[src/rtl/uart_pkg.sv]
// Shared UART definitions: line levels, frame size and the transmitter/receiver state encoding.
package uart_pkg;

    localparam int   UART_DATA_BITS = 8;
    localparam logic UART_START_BIT = 1'b0;
    localparam logic UART_STOP_BIT  = 1'b1;
    localparam logic UART_IDLE      = 1'b1;

    typedef enum logic [1:0] {
        IDLE  = 2'd0,
        START = 2'd1,
        DATA  = 2'd2,
        STOP  = 2'd3
    } tx_state_t;

    // Bit presented on the line from the current shift register contents.
    function automatic logic tx_bit(input logic [UART_DATA_BITS-1:0] sr, input bit msb_first);
        return msb_first ? sr[UART_DATA_BITS-1] : sr[0];
    endfunction

    function automatic logic [UART_DATA_BITS-1:0] tx_shift(input logic [UART_DATA_BITS-1:0] sr,
                                                           input bit msb_first);
        return msb_first ? {sr[UART_DATA_BITS-2:0], 1'b0} : {1'b0, sr[UART_DATA_BITS-1:1]};
    endfunction

endpackage

[src/rtl/uart_tx_fifo.sv]
// Small synchronous FIFO with first-word fall-through read data and a registered full flag.
module uart_tx_fifo #(
    parameter int DEPTH = 4,
    parameter int WIDTH = 8
) (
    input  logic                     clk_i,
    input  logic                     rst_i,
    input  logic                     push_i,
    input  logic [WIDTH-1:0]         wr_data_i,
    input  logic                     pop_i,
    output logic [WIDTH-1:0]         rd_data_o,
    output logic                     full_o,
    output logic                     empty_o,
    output logic [$clog2(DEPTH):0]   count_o
);

    localparam int AW = $clog2(DEPTH);
    localparam logic [AW:0] FULL_CNT = DEPTH[AW:0];

    logic [WIDTH-1:0] mem_q [DEPTH];
    logic [AW-1:0]    wr_ptr_q, rd_ptr_q;
    logic [AW:0]      count_q, count_d;
    logic             full_q;
    logic             do_push, do_pop;

    // A write is refused while full even if a pop frees a slot this cycle.
    assign do_push = push_i && !full_q;
    assign do_pop  = pop_i && (count_q != '0);

    always_comb begin
        count_d = count_q;
        if (do_push && !do_pop) begin
            count_d = count_q + 1'b1;
        end else if (!do_push && do_pop) begin
            count_d = count_q - 1'b1;
        end
    end

    always_ff @(posedge clk_i or posedge rst_i) begin
        if (rst_i) begin
            wr_ptr_q <= '0;
            rd_ptr_q <= '0;
            count_q  <= '0;
            full_q   <= 1'b0;
        end else begin
            if (do_push) wr_ptr_q <= wr_ptr_q + 1'b1;
            if (do_pop)  rd_ptr_q <= rd_ptr_q + 1'b1;
            count_q <= count_d;
            full_q  <= (count_d == FULL_CNT);
        end
    end

    always_ff @(posedge clk_i) begin
        if (do_push) mem_q[wr_ptr_q] <= wr_data_i;
    end

    assign rd_data_o = mem_q[rd_ptr_q];
    assign full_o    = full_q;
    assign empty_o   = (count_q == '0);
    assign count_o   = count_q;

endmodule

[src/rtl/uart_transmitter.sv]
// 8N1 UART transmitter: FIFO-buffered bytes are framed and shifted out, one bit per baud tick.
module uart_transmitter
    import uart_pkg::*;
#(
    parameter int FIFO_DEPTH = 4,
    parameter bit MSB_FIRST  = 1'b0
) (
    input  logic       clk_in,
    input  logic       rst,
    input  logic       baud_rate_signal,
    input  logic [7:0] tx_data,
    input  logic       tx_valid,
    output logic       tx_ready,
    output logic       uart_tx,
    output logic       tx_busy,
    output logic       frame_done
);

    localparam logic [2:0] LAST_BIT = 3'(UART_DATA_BITS - 1);

    tx_state_t                 state_q, state_d;
    logic [UART_DATA_BITS-1:0] shift_q, shift_d;
    logic [2:0]                bit_cnt_q, bit_cnt_d;
    logic                      tx_q, tx_d;
    logic                      done_q, done_d;
    logic                      pop;
    logic [7:0]                fifo_rd;
    logic                      fifo_full, fifo_empty;
    logic [$clog2(FIFO_DEPTH):0] fifo_count;

    uart_tx_fifo #(
        .DEPTH (FIFO_DEPTH),
        .WIDTH (8)
    ) u_fifo (
        .clk_i     (clk_in),
        .rst_i     (rst),
        .push_i    (tx_valid),
        .wr_data_i (tx_data),
        .pop_i     (pop),
        .rd_data_o (fifo_rd),
        .full_o    (fifo_full),
        .empty_o   (fifo_empty),
        .count_o   (fifo_count)
    );

    always_comb begin
        state_d   = state_q;
        shift_d   = shift_q;
        bit_cnt_d = bit_cnt_q;
        tx_d      = tx_q;
        done_d    = 1'b0;
        pop       = 1'b0;
        if (baud_rate_signal) begin
            unique case (state_q)
                IDLE: begin
                    if (!fifo_empty) begin
                        pop       = 1'b1;
                        shift_d   = fifo_rd;
                        bit_cnt_d = '0;
                        tx_d      = UART_START_BIT;
                        state_d   = START;
                    end
                end
                START: begin
                    tx_d    = tx_bit(shift_q, MSB_FIRST);
                    shift_d = tx_shift(shift_q, MSB_FIRST);
                    state_d = DATA;
                end
                DATA: begin
                    // bit_cnt counts data bits already launched after the first one.
                    if (bit_cnt_q == LAST_BIT) begin
                        tx_d    = UART_STOP_BIT;
                        state_d = STOP;
                    end else begin
                        tx_d      = tx_bit(shift_q, MSB_FIRST);
                        shift_d   = tx_shift(shift_q, MSB_FIRST);
                        bit_cnt_d = bit_cnt_q + 1'b1;
                    end
                end
                STOP: begin
                    done_d = 1'b1;
                    if (!fifo_empty) begin
                        pop       = 1'b1;
                        shift_d   = fifo_rd;
                        bit_cnt_d = '0;
                        tx_d      = UART_START_BIT;
                        state_d   = START;
                    end else begin
                        tx_d    = UART_IDLE;
                        state_d = IDLE;
                    end
                end
                default: state_d = IDLE;
            endcase
        end
    end

    always_ff @(posedge clk_in or posedge rst) begin
        if (rst) begin
            state_q   <= IDLE;
            shift_q   <= '0;
            bit_cnt_q <= '0;
            tx_q      <= UART_IDLE;
            done_q    <= 1'b0;
        end else begin
            state_q   <= state_d;
            shift_q   <= shift_d;
            bit_cnt_q <= bit_cnt_d;
            tx_q      <= tx_d;
            done_q    <= done_d;
        end
    end

    assign uart_tx    = tx_q;
    assign frame_done = done_q;
    assign tx_ready   = !fifo_full;
    assign tx_busy    = (state_q != IDLE) || (fifo_count != '0);

endmodule

[config.mk]
export PLATFORM = sky130hd
export DESIGN_NAME = uart_transmitter
export DESIGN_NICKNAME = d
export VERILOG_FILES = /design/src/rtl/uart_pkg.sv /design/src/rtl/uart_tx_fifo.sv /design/src/rtl/uart_transmitter.sv
export SDC_FILE = /design/constraint.sdc
export NUM_CORES = 1
export LEC_CHECK = 0
export ABC_AREA = 1
export CAP_MARGIN = 20
export CORE_MARGIN = 1
export CORE_UTILIZATION = 36
export DETAILED_ROUTE_END_ITERATION = 7
export GPL_TIMING_DRIVEN = 0
export PLACE_DENSITY = 0.51
export SYNTH_ARGS = -nofsm -noshare
export SYNTH_HDL_FRONTEND = slang
export SYNTH_SLANG_ARGS = --single-unit
[constraint.sdc]
create_clock -name clk_in -period 3 [get_ports clk_in]
set_input_delay 0.45 -clock clk_in [delete_from_list [all_inputs] [get_ports clk_in]]
set_output_delay 0.45 -clock clk_in [all_outputs]
set_load 0.005 [all_outputs]
======== Word-level counts from Yosys, hierarchy flattened ========
Memories as Yosys holds them, arrays and structs flattened.
Cells that the tools add are included.
storage, ports and cells
  memories ................................ 1
  word-level logic and storage cells ...... 65
  register bits ........................... 23
  bits in writable memories ............... 32
memories
  name          depth  width  rd ports  clocked after memory_dff  wr ports  RTL line            text
  u_fifo.mem_q  4      8      1         0                         1         uart_tx_fifo.sv:20  logic [WIDTH-1:0] mem_q [DEPTH];
cells by class
  mux-type cells .......................... 23
  add/subtract/negate cells ............... 5
  reductions and logical operators ........ 18
  equality and inequality tests ........... 9
operators with widths
  operator                                             number
  one-hot mux 8 bit (3 select lines)                   1
  2-to-1 mux 8 bit                                     2
  2-to-1 mux 3 bit                                     4
  2-to-1 mux 1 bit                                     11
  inequality test 2 bit, second input constant         4
  one-hot mux 2 bit (4 select lines)                   1
  adder 3 x 1 -> 3 bit, second input constant          2
  equality test 3 bit, second input constant           2
  one-hot mux 3 bit (2 select lines)                   1
  AND reduction 3 bit                                  2
  adder 2 x 1 -> 2 bit, second input constant          2
  equality test 2 bit, second input constant           2
  logical AND 1 bit                                    4
  2-to-1 mux 2 bit                                     2
  one-hot mux 1 bit (4 select lines)                   1
  AND reduction 4 bit                                  1
  nonzero test 2 bit                                   2
  logical NOT 1 bit                                    3
  logical NOT 3 bit                                    1
  nonzero test 3 bit                                   1
  subtractor 3 x 1 -> 3 bit, second input constant     1
  equality test 2 x 1 -> 1 bit, second input constant  1
  logical NOT 2 bit                                    1
  AND reduction 2 bit                                  1
  other kinds (2)                                      2

======== Logic depth before layout (Yosys ltp) ========
Gate-level depths: netlist of run 1.
  word-level depth ........................ 9
  depth in mapped cells ................... 11

======== Modules after synthesis ========
From an unflattened synthesis of run 1, not the netlist that was laid out.
unflattened totals
  cell total of the unflattened synthesis .. 267
  area, all modules ....................... 2,637.5 µm²
by module, submodules not included
  module            times used  sequential area each (µm²)  area each (µm²)  cells an instance
  uart_tx_fifo      1           1,161.1                     1,727.9          139
  uart_transmitter  1           376.6                       909.6            128

======== Least setup slack after synthesis of run 1 ========
No wires, ideal clock.
  path kind ............................... register -> register
  start ................................... register state_q[0]
  end ..................................... register u_fifo.full_q, in the netlist u_fifo.full_o
  setup time .............................. 0.122 ns
  cell stages (with the launch flop) ...... 12
  arrival time ............................ 1.447 ns
  setup slack ............................. 1.430 ns
  path through ............................ dfrtp_1 > inv_1 > ha_1 > buf_2 > nor2_4 > nand2_2 > nand2_2 > nand2_2 > nor2_2 > nor2_2 > nand2_1 > nor2_1
on the way
  longest elaborated chain between the ends .. 9
  elaborated cells between the ends (all ways) .. 12
ends and longest elaborated chain
  item                                                      RTL line                                text
  from (decl)                                               uart_transmitter.sv:21                  tx_state_t state_q, state_d;
  from (signal assigned)                                    uart_transmitter.sv:106                 state_q <= state_d;
  equality test 2 bit or logical NOT 2 bit (tied branches)  uart_transmitter.sv:54                  unique case (state_q)
  OR reduction 2 bit (no source line) *                     -
  2-to-1 mux 1 bit *                                        -
  2-to-1 mux 1 bit *                                        uart_transmitter.sv:53                  if (baud_rate_signal) begin
  logical AND 1 bit *                                       uart_tx_fifo.sv:28                      assign do_pop = pop_i && (count_q != '0);
  logical AND 1 bit or logical NOT 1 bit (tied branches)    uart_tx_fifo.sv:34, uart_tx_fifo.sv:32
  2-to-1 mux 3 bit or logical AND 1 bit (tied branches)     uart_tx_fifo.sv:34, uart_tx_fifo.sv:32
  2-to-1 mux 3 bit *                                        uart_tx_fifo.sv:32                      if (do_push && !do_pop) begin
  equality test 3 bit *                                     uart_tx_fifo.sv:49                      full_q <= (count_d == FULL_CNT);
  to (signal assigned)                                      uart_tx_fifo.sv:49
  to (decl)                                                 uart_tx_fifo.sv:23                      logic full_q;
Mark *: on every way between the ends. The rest lies on a longest branch, timed or not.
A chain may end at the register's enable or synchronous reset.

======== Final worst setup path of run 1 ========
  start ................................... register u_fifo.count_q[0], in the netlist u_fifo.count_o[0]
  end ..................................... output port tx_busy
on the way
  longest elaborated chain between the ends .. 2
ends and longest elaborated chain
  item                    RTL line                 text
  from (decl)             uart_tx_fifo.sv:22       logic [AW:0] count_q, count_d;
  from (signal assigned)  uart_tx_fifo.sv:48       count_q <= count_d;
  nonzero test 3 bit      uart_transmitter.sv:117  assign tx_busy = (state_q != IDLE) || (fifo_count != '0);
  logical OR 1 bit        uart_transmitter.sv:117
  to (decl)               uart_transmitter.sv:15   output logic tx_busy,
Every way passes these cells.

==> results of run 1 <==
-- logic make-up (layout without fill, tap and decap cells) --
kind of cell    count (synthesis)  in the layout  share of synthesized area
flops                          55             55                      0.605
buf+inv                        45             68                     0.0709
simple gates                   87             87                      0.158
xor+xnor                        2              2                    0.00690
fa+ha+maj                      13             13                     0.0640
compound gates                 48             48                     0.0951
-- flip-flops by register name, indices dropped and copies added (netlist names) --
register	flops
u_fifo.count_o	3
u_fifo.mem_q	32
bit_cnt_q	3
u_fifo.wr_ptr_q	2
uart_tx	1
shift_q	8
frame_done	1
u_fifo.rd_ptr_q	2
u_fifo.full_o	1
state_q	2
-- stage by stage --
step | setup slack, ps | std cells | hold slack, ps | cell area, um2 | utilization
2_1_floorplan | 1430 | 250 | 449 | 2540 | -
3_3_place_gp | 848 | 361 | 458 | 2810 | 0.414
3_5_place_dp | 779 | 361 | 458 | 2810 | 0.414
4_1_cts | 752 | 369 | 474 | 2900 | 0.427
5_1_grt | 622 | 369 | 521 | 2900 | 0.427
6_report | 765 | 369 | 472 | 2900 | 0.427
-- layer usage --
| metal | share of wire | GRT usage |
|---|---|---|
| met5 | 0 | 0 |
| met4 | 0.015 | 0.0500 |
| met3 | 0.032 | 0.0289 |
| met2 | 0.46 | 0.223 |
| met1 | 0.49 | 0.196 |
-- cell usage after synthesis, drive strengths merged --
library cell	n	area (um2)
dfrtp	22	551
nand2	41	164
dfstp	1	26.3
xor2	2	17.5
edfxtp	32	961
a21oi	26	130
ha	13	163
inv	39	149
o21ai	21	105
or2	1	6.26
o22ai	1	6.26
clkbuf	1	3.75
nand3	23	133
nor2	22	97.6
buf	5	27.5
-- area by class of cell --
type | count | area (um2) | share of cell area
clock buffer | 5 | 68.8 | 0.0237
tap | 96 | 120 | 0.0414
timing repair buffer | 15 | 150 | 0.0518
sequential | 55 | 1540 | 0.530
inverter | 39 | 149 | 0.0513
clock inverter | 3 | 21.3 | 0.00733
multi-input combinational | 150 | 822 | 0.283
buffer | 6 | 31.3 | 0.0108
-- where the power goes --
group	total, mW	leakage, nW	switching (mW)	internal [mW]
sequential	1.16	0.572	0.111	1.05
combinational	1.16	0.627	0.751	0.412
clock	0.427	0.0466	0.259	0.168
total	2.75	1.25	1.12	1.63
-- cell usage in the layout (no fill, tap or decap) --
cell type / Yosys / layout
sky130_fd_sc_hd__a21oi_1: 26 / 26
sky130_fd_sc_hd__dfstp_2: 1 / 1
sky130_fd_sc_hd__nand3_2: 1 / 1
sky130_fd_sc_hd__inv_1: 37 / 37
sky130_fd_sc_hd__clkbuf_8: 0 / 5
sky130_fd_sc_hd__nor2_4: 1 / 1
sky130_fd_sc_hd__clkbuf_1: 1 / 1
sky130_fd_sc_hd__or2_2: 1 / 1
sky130_fd_sc_hd__buf_2: 4 / 4
sky130_fd_sc_hd__o21ai_1: 1 / 1
sky130_fd_sc_hd__nand3_1: 21 / 21
sky130_fd_sc_hd__o21ai_0: 20 / 20
sky130_fd_sc_hd__nand2_1: 37 / 37
sky130_fd_sc_hd__inv_6: 0 / 2
sky130_fd_sc_hd__nand3_4: 1 / 1
sky130_fd_sc_hd__ha_1: 13 / 13
sky130_fd_sc_hd__clkdlybuf4s50_1: 0 / 15
sky130_fd_sc_hd__nor2_1: 18 / 18
sky130_fd_sc_hd__inv_2: 1 / 1
sky130_fd_sc_hd__clkinv_1: 0 / 1
sky130_fd_sc_hd__nor2_2: 3 / 3
sky130_fd_sc_hd__edfxtp_1: 32 / 32
sky130_fd_sc_hd__o22ai_1: 1 / 1
sky130_fd_sc_hd__inv_4: 1 / 1
sky130_fd_sc_hd__xor2_1: 2 / 2
sky130_fd_sc_hd__nand2_2: 4 / 4
sky130_fd_sc_hd__buf_4: 1 / 1
sky130_fd_sc_hd__dfrtp_1: 22 / 22
-- worst paths after layout --
check | from | end | slack (ps) | depth (start not counted)
worst max-delay path | u_fifo.count_o[0] | tx_busy | 760 | 6
worst min-delay path | uart_tx | uart_tx | 470 | 2
worst max register to register | state_q[0] | u_fifo.full_o | 1190 | 10
worst min register to register | uart_tx | uart_tx | 470 | 2
max in group asynchronous | rst | bit_cnt_q[1] | 1830 | 2
min in group asynchronous | rst | frame_done | 620 | 2
-- critical path, stage by stage (launching register included) --
cell and delay, ps:
sky130_fd_sc_hd__dfrtp_1 420, sky130_fd_sc_hd__inv_1 110, sky130_fd_sc_hd__ha_1 190, sky130_fd_sc_hd__inv_1 50, sky130_fd_sc_hd__nor2_2 170, sky130_fd_sc_hd__nand2_1 90, sky130_fd_sc_hd__clkdlybuf4s50_1 450
==> impl_summary.log, run 1 <==
[metrics] total number of vias: 1696
[metrics] total routed wirelength: 4690 um
[metrics] Initial Util: 0.374
[metrics] Power per Cell Area: 948 nW/um2
[metrics] measured slew at the worst slew-check pin: 899 ps
[metrics] area of the die: 7400 um2
[metrics] proportion of layout cells with a drive suffix above 1: 0.0952
[metrics] warnings from Yosys: 0
[metrics] number of vias per cell after detailed routing: 4.60
[metrics] DRT antenna net count: 0
[metrics] net count of the finished layout: 297
[metrics] post-cts repair resize count: 0
[metrics] clock tree root driver cell: sky130_fd_sc_hd__clkbuf_8
[metrics] Hold Violations, Final: 0
[metrics] maximum vdd ir drop: 0.270 mV
[metrics] count of endpoints failing setup in the final report: 0
[metrics] die boundary height: 86.0 um
[metrics] die width: 86.0 um
[metrics] Total Negative Setup Slacks: 0 ps
[metrics] H-tree depth: 2
[metrics] number of hold buffers added after CTS: 0
[metrics] Overflow after GRT: 0
[metrics] Num CTS Buffers: 5
[metrics] clock network latency to the later pin of the worst-skew pair: 310 ps
[metrics] Final Max Slew Viols: 0
[metrics] number of instances in the synthesized netlist: 250
[metrics] number of detailed-route iterations in the first pass: 4
[metrics] number of clock sinks seen by CTS: 55
[metrics] setup fix buffers added after clock tree synthesis: 0
[metrics] largest net degree at the start of global routing: 24
[metrics] antenna violations before repair: 0
[metrics] register bit total from synthesis: 55
[metrics] wire length per cell after detailed routing: 12.7 um
[metrics] leakage power of the design: 1.25 nW
[metrics] top achievable clock speed: 0.447 GHz
[metrics] row count: 30
[metrics] CORE AREA: 6790 um2
[metrics] status: finished clean
[metrics] maximum clock insertion buffer count: 2
[metrics] area of the mapped netlist: 2540 um2
[metrics] per-instance average area after synthesis: 10.2 um2
[metrics] Clk pin slew, worst setup/hold paths: 100 ps
[metrics] final antenna diode count: 0
[metrics] vias in the first global route: 1660
[metrics] crit path capture type: output pin
[metrics] Final Total Pwr: 2.75 mW
[metrics] portion of the clock cycle consumed by the worst path in the final layout: 0.745
[metrics] type of the most critical hold path: flip-flop to flip-flop
[metrics] data required time of the worst path: 2550 ps
[metrics] overall fraction of global-route tracks in use: 0.142
[metrics] portion of the post-synthesis area used by sequential elements: 0.605
[metrics] relative slew slack: 0.400
[metrics] Setup crit start kind: flip-flop
[metrics] number of nets produced by synthesis: 275
[metrics] DR iter-0 viols: 69
[metrics] DR DRC count: 0
[metrics] CTS tree: done
[metrics] Maximum Capacitance Violations: 0
[metrics] num ports: 16
[metrics] critical-path maximum fanout: 4
[metrics] gpl congestion: 0.755
[metrics] HPWL after DPL: 3240 um
[metrics] endpoint arrival time on the critical path: 1790 ps
[metrics] fill cell total of the finished layout: 680
[metrics] quantity of I/O buffers inserted on ports: 15
[metrics] minimum clock period: 2240 ps
[metrics] Netlist cell types: 24
[metrics] area added between synthesis and finish: 14.2%
[metrics] startpoint-to-endpoint class of the critical path: flip-flop to output pin
[metrics] first-pass GRT wire length: 8060 um
[metrics] RSZ-0062 raised after global routing: false
[metrics] worst clock skew on the final layout: 6.38 ps
Note: power is estimated with default switching activity, not from simulation.
==> inputs of run 2 (changes only) <==
--- a/config.mk
+++ b/config.mk
@@ -11,7 +11,7 @@
 export CORE_UTILIZATION = 36
 export DETAILED_ROUTE_END_ITERATION = 7
 export GPL_TIMING_DRIVEN = 0
-export PLACE_DENSITY = 0.51
+export PLACE_DENSITY = 0.53
 export SYNTH_ARGS = -nofsm -noshare
 export SYNTH_HDL_FRONTEND = slang
 export SYNTH_SLANG_ARGS = --single-unit
==> constraint.sdc (replaced) <==
create_clock -name clk_in -period 1.9 [get_ports clk_in]
set_input_delay 0.285 -clock clk_in [delete_from_list [all_inputs] [get_ports clk_in]]
set_output_delay 0.285 -clock clk_in [all_outputs]
set_load 0.005 [all_outputs]
==> run 2 against run 1 <==
Against the previous run:
- clock skew rose by 3.2 ps
- critical path type is now flip-flop to flip-flop
- final cell count rose by 0.81%
- highest routed layer unchanged
- final area is 1.4% higher
- clock power increased by 55%
- sequential share of layout area down 0.68 points
- hold slack lost 20 ps
- largest power group is now combinational cells
- setup slack got worse by 620 ps
==> impl_summary.log, run 2 (synthesis gave the netlist of run 1 again) <==
[metrics] die boundary height: 86.0 um
[metrics] minimum clock period: 1750 ps
[metrics] DR iter-0 viols: 76
[metrics] number of detailed-route iterations in the first pass: 4
[metrics] leakage power of the design: 1.26 nW
[metrics] area used by multi-input combinational logic: 835 um2
[metrics] gpl congestion: 0.720
[metrics] crit path capture type: flip-flop
[metrics] total number of vias: 1688
[metrics] overall fraction of global-route tracks in use: 0.147
[metrics] final antenna diode count: 0
[metrics] status: finished clean
[metrics] net count of the finished layout: 300
[metrics] Reg with most FFs: u_fifo.mem_q
[metrics] Setup crit start: state_q[0]
[metrics] RSZ-0062 raised after global routing: true
[metrics] Largest regs: u_fifo.mem_q x32, shift_q x8
[metrics] type of the most critical hold path: primary input to async pin
[metrics] total routed wirelength: 4710 um
[metrics] portion of the clock cycle consumed by the worst path in the final layout: 0.922
[metrics] Largest register FFs: 32
[metrics] Num CTS Buffers: 5
[metrics] Maximum Capacitance Violations: 0
[metrics] footprint of the flip-flops and latches: 1540 um2
[metrics] relative slew slack: 0.398
[metrics] depth of the most critical reg-to-reg path: 9
[metrics] proportion of layout cells with a drive suffix above 1: 0.130
[metrics] startpoint-to-endpoint class of the critical path: flip-flop to flip-flop
[metrics] Post-Place Cell Area: 2810 um2
[metrics] area added between synthesis and finish: 15.8%
[metrics] Setup crit start kind: flip-flop
[metrics] row count: 30
[metrics] Total Negative Setup Slacks: 0 ps
[metrics] number of hold buffers added after CTS: 0
[metrics] number of clock sinks seen by CTS: 55
[metrics] leading cell types in the layout, fill and taps excluded: sky130_fd_sc_hd__nand2_1, sky130_fd_sc_hd__inv_1, sky130_fd_sc_hd__edfxtp_1
[metrics] quantity of I/O buffers inserted on ports: 15
[metrics] most common cell after layout, fill and taps aside: sky130_fd_sc_hd__nand2_1
[metrics] CORE AREA: 6790 um2
[metrics] Final Total Pwr: 4.43 mW
[metrics] first-pass GRT wire length: 8160 um
[metrics] DRT antenna net count: 0
[metrics] HPWL after DPL: 3160 um
[metrics] Hold Violations, Final: 0
[metrics] worst reg2reg startpoint: state_q[0]
[metrics] worst clock skew on the final layout: 9.62 ps
[metrics] top achievable clock speed: 0.571 GHz
[metrics] number of vias per cell after detailed routing: 4.54
[metrics] antenna violations before repair: 0
[metrics] slack of the worst reg-to-reg path: 150 ps
[metrics] Clk pin slew, worst setup/hold paths: 110 ps
[metrics] data required time of the worst path: 2100 ps
[metrics] end of the worst register-to-register path: u_fifo.full_o
[metrics] Overflow after GRT: 0
[metrics] vias in the first global route: 1631
[metrics] die width: 86.0 um
[metrics] largest net degree at the start of global routing: 24
[metrics] DR DRC count: 0
[metrics] critical-path maximum fanout: 10
[metrics] num ports: 16
[metrics] clock tree root driver cell: sky130_fd_sc_hd__clkbuf_8
[metrics] CTS tree: done
[metrics] fill cell total of the finished layout: 663
[metrics] Initial Util: 0.374
[metrics] wire length per cell after detailed routing: 12.7 um
[metrics] maximum clock insertion buffer count: 2
[metrics] post-layout instance area: 2940 um2
[metrics] endpoint arrival time on the critical path: 1950 ps
[metrics] H-tree depth: 2
[metrics] Power per Cell Area: 1510 nW/um2
[metrics] Final Max Slew Viols: 0
[metrics] area of the die: 7400 um2
[metrics] measured slew at the worst slew-check pin: 900 ps
[metrics] clock network latency to the later pin of the worst-skew pair: 320 ps
[metrics] count of endpoints failing setup in the final report: 0
[metrics] maximum vdd ir drop: 0.432 mV
## run 2: worst max path at each step
| stage | to | slack (ps) | cells past startpoint |
|---|---|---|---|
| 2_1_floorplan | u_fifo.full_o | 330 | 11 |
| 3_3_place_gp | u_fifo.mem_q[3][3] | -120 | 3 |
| 3_5_place_dp | u_fifo.mem_q[3][1] | -160 | 3 |
| 4_1_cts | u_fifo.full_o | 70 | 10 |
| 5_1_grt | u_fifo.full_o | -5 | 9 |
| 6_report | u_fifo.full_o | 150 | 9 |
## run 2: final cells by class
cell class / count / share of cell area
plain buffers: 6 / 0.0119
clock buffers: 5 / 0.0234
clock inverters: 3 / 0.00766
inverters: 39 / 0.0506
multi-input cells: 150 / 0.284
flip-flops and latches: 55 / 0.523
well taps: 96 / 0.0409
repair buffers: 18 / 0.0583
## run 2: metrics by stage
stage	hold WS (ps)	cells	setup WS (ps)	util
6_report	452	372	148	0.433
5_1_grt	517	372	-5.40	0.433
4_1_cts	472	372	69.7	0.431
3_5_place_dp	456	361	-157	0.414
3_3_place_gp	456	361	-123	0.414
2_1_floorplan	286	250	330	-
## run 2: power breakdown
group,total [mW],internal [mW],leakage (nW),switching [mW]
Combinational,1.94,0.710,0.638,1.22
Sequential,1.83,1.66,0.571,0.177
Clock,0.663,0.265,0.0485,0.398
Total,4.43,2.63,1.26,1.80
## run 2: routing by layer
metal	vias to the layer above	global-route usage	wire, um
li1	868	-	-
met1	786	0.198	2330
met2	30	0.230	2130
met3	4	0.0337	163
met4	0	0.0606	77
met5	-	0	0
## run 2: what timing repair did
action	4_1_cts	5_1_grt
pin swaps	1	1
setup buffers	3	0
setup endpoints to repair	1	11
gates resized for setup	5	4
## run 2: worst max-delay path: stages (launching register included)
cell	delay, ps
sky130_fd_sc_hd__dfrtp_2	420
sky130_fd_sc_hd__inv_1	80
sky130_fd_sc_hd__ha_1	310
sky130_fd_sc_hd__buf_2	200
sky130_fd_sc_hd__nor2_4	140
sky130_fd_sc_hd__nand3_2	100
sky130_fd_sc_hd__nand2_1	70
sky130_fd_sc_hd__nand2_1	60
sky130_fd_sc_hd__a21oi_1	180
sky130_fd_sc_hd__nor2_1	80
==> inputs of run 3 (changes only) <==
--- a/config.mk
+++ b/config.mk
@@ -8,10 +8,10 @@
 export ABC_AREA = 1
 export CAP_MARGIN = 20
 export CORE_MARGIN = 1
-export CORE_UTILIZATION = 36
+export CORE_UTILIZATION = 25
 export DETAILED_ROUTE_END_ITERATION = 7
 export GPL_TIMING_DRIVEN = 0
-export PLACE_DENSITY = 0.53
+export PLACE_DENSITY = 0.4
 export SYNTH_ARGS = -nofsm -noshare
 export SYNTH_HDL_FRONTEND = slang
 export SYNTH_SLANG_ARGS = --single-unit
==> run 3 against run 2 <==
Against the previous run:
- sequential share of layout area is 1.8 points lower
- global-route usage is 3.9 points lower
- hold slack worse by 120 ps
- final cell count is 10% higher
- clock skew is 6.2 ps lower
- first-iteration DRC count is 28% lower
- via count hardly changed
- setup slack worse by 23 ps
- combinational power is 2% higher
- sequential cell count stayed put
- wire length is 9.7% higher
- final area is 3.4% higher
- critical endpoint unchanged
==> impl_summary.log, run 3 (synthesis gave the netlist of run 1 again) <==
[metrics] Power per Cell Area: 1520 nW/um2
[metrics] CTS tree: done
[metrics] Final Total Pwr: 4.62 mW
[metrics] clock tree root driver cell: sky130_fd_sc_hd__clkbuf_8
[metrics] number of vias per cell after detailed routing: 4.11
[metrics] maximum clock insertion buffer count: 2
[metrics] num ports: 16
[metrics] HPWL after DPL: 3480 um
[metrics] most common cell after layout, fill and taps aside: sky130_fd_sc_hd__nand2_1
[metrics] DR DRC count: 0
[metrics] Largest register FFs: 32
[metrics] leading cell types in the layout, fill and taps excluded: sky130_fd_sc_hd__nand2_1, sky130_fd_sc_hd__inv_1, sky130_fd_sc_hd__edfxtp_1
[metrics] number of detailed-route iterations in the first pass: 4
[metrics] footprint of the flip-flops and latches: 1540 um2
[metrics] H-tree depth: 2
[metrics] overall fraction of global-route tracks in use: 0.108
[metrics] row count: 36
[metrics] DRT antenna net count: 0
[metrics] DR iter-0 viols: 55
[metrics] crit path capture type: flip-flop
[metrics] final antenna diode count: 0
[metrics] end of the worst register-to-register path: u_fifo.full_o
[metrics] data required time of the worst path: 2100 ps
[metrics] CORE AREA: 9820 um2
[metrics] total number of vias: 1689
[metrics] portion of the clock cycle consumed by the worst path in the final layout: 0.934
[metrics] maximum vdd ir drop: 0.480 mV
[metrics] RSZ-0062 raised after global routing: false
[metrics] largest net degree at the start of global routing: 24
[metrics] Post-Place Cell Area: 2860 um2
[metrics] type of the most critical hold path: primary input to async pin
[metrics] Overflow after GRT: 0
[metrics] minimum clock period: 1770 ps
[metrics] setup ws final: 125 ps
[metrics] clock network latency to the later pin of the worst-skew pair: 310 ps
[metrics] number of clock sinks seen by CTS: 55
[metrics] first-pass GRT wire length: 8430 um
[metrics] startpoint-to-endpoint class of the critical path: flip-flop to flip-flop
[metrics] critical-path maximum fanout: 10
[metrics] count of endpoints failing setup in the final report: 0
[metrics] Clk pin slew, worst setup/hold paths: 100 ps
[metrics] wire length per cell after detailed routing: 12.6 um
[metrics] endpoint arrival time on the critical path: 1970 ps
[metrics] Largest regs: u_fifo.mem_q x32, shift_q x8
[metrics] Reg with most FFs: u_fifo.mem_q
[metrics] proportion of layout cells with a drive suffix above 1: 0.126
[metrics] Fin Hold WS: 327 ps
[metrics] area used by multi-input combinational logic: 830 um2
[metrics] worst reg2reg startpoint: state_q[0]
[metrics] Final Max Slew Viols: 0
[metrics] Post-Place Worst Slack: -192 ps
[metrics] depth of the most critical reg-to-reg path: 9
[metrics] gpl congestion: 0.775
[metrics] Setup crit start kind: flip-flop
[metrics] post-layout instance area: 3040 um2
[metrics] worst clock skew on the final layout: 3.38 ps
[metrics] vias in the first global route: 1655
[metrics] die width: 103 um
[metrics] area added between synthesis and finish: 19.7%
[metrics] antenna violations before repair: 0
[metrics] Maximum Capacitance Violations: 0
[metrics] total routed wirelength: 5160 um
[metrics] Num CTS Buffers: 5
[metrics] net count of the finished layout: 302
[metrics] die boundary height: 103 um
[metrics] relative slew slack: 0.405
[metrics] area of the die: 10600 um2
[metrics] Setup crit start: state_q[0]
[metrics] top achievable clock speed: 0.563 GHz
[metrics] measured slew at the worst slew-check pin: 889 ps
[metrics] number of hold buffers added after CTS: 0
[metrics] Initial Util: 0.259
[metrics] leakage power of the design: 1.29 nW
[metrics] quantity of I/O buffers inserted on ports: 15
[metrics] status: finished clean
[metrics] fill cell total of the finished layout: 1059
[metrics] Hold Violations, Final: 0
[metrics] slack of the worst reg-to-reg path: 130 ps
run 3: repair_timing:
action                                  4_1_cts  5_1_grt
setup buffers                                 2        2
pin swaps                                     1        0
resized for setup                             4        2
endpoints found under the setup margin        1        3
run 3: worst max-delay path, stage by stage (launching register included):
cell                      delay (ps)
sky130_fd_sc_hd__dfrtp_1         420
sky130_fd_sc_hd__inv_1            90
sky130_fd_sc_hd__ha_1            310
sky130_fd_sc_hd__buf_2           210
sky130_fd_sc_hd__nor2_4          150
sky130_fd_sc_hd__nand3_2         100
sky130_fd_sc_hd__nand2_1          80
sky130_fd_sc_hd__nand2_1          50
sky130_fd_sc_hd__a21oi_1         180
sky130_fd_sc_hd__nor2_1           80
run 3: worst max-delay path by stage:
stage                                     to  slack (ps)  depth (start not counted)
final                          u_fifo.full_o         130                          9
after global routing      u_fifo.mem_q[0][1]           6                          4
after CTS                      u_fifo.full_o          60                         10
after detailed placement  u_fifo.mem_q[3][3]        -190                          3
after global placement    u_fifo.mem_q[3][3]        -180                          3
after floorplan                u_fifo.full_o         330                         11
run 3: layout make-up:
class                   count  share of cell area
plain buffers               6              0.0115
clock buffers               5              0.0226
clock inverters             3              0.0156
inverters                  39              0.0490
multi-input cells         150               0.273
flip-flops and latches     55               0.506
well taps                 133              0.0547
repair buffers             20              0.0679
run 3: stage by stage:
step                 util  TNS (ps)  cells
finish              0.310         0    411
global route        0.310         0    411
CTS                 0.305         0    408
detailed placement  0.291     -4430    398
global placement    0.291     -3590    398
floorplan               -         0    250
run 3: report_power, final:
| group | internal [mW] | switching [mW] | leakage [nW] | total (mW) |
|---|---|---|---|---|
| Sequential | 1.65 | 0.182 | 0.572 | 1.84 |
| Combinational | 0.728 | 1.26 | 0.657 | 1.98 |
| Clock | 0.400 | 0.397 | 0.0587 | 0.797 |
run 3: metal layers:
metal	vias to the layer above	routed length [um]	global-route usage
met5	-	0	0
met4	0	64	0.0358
met3	6	129	0.0258
met2	18	2390	0.173
met1	790	2580	0.145
li1	875	-	-
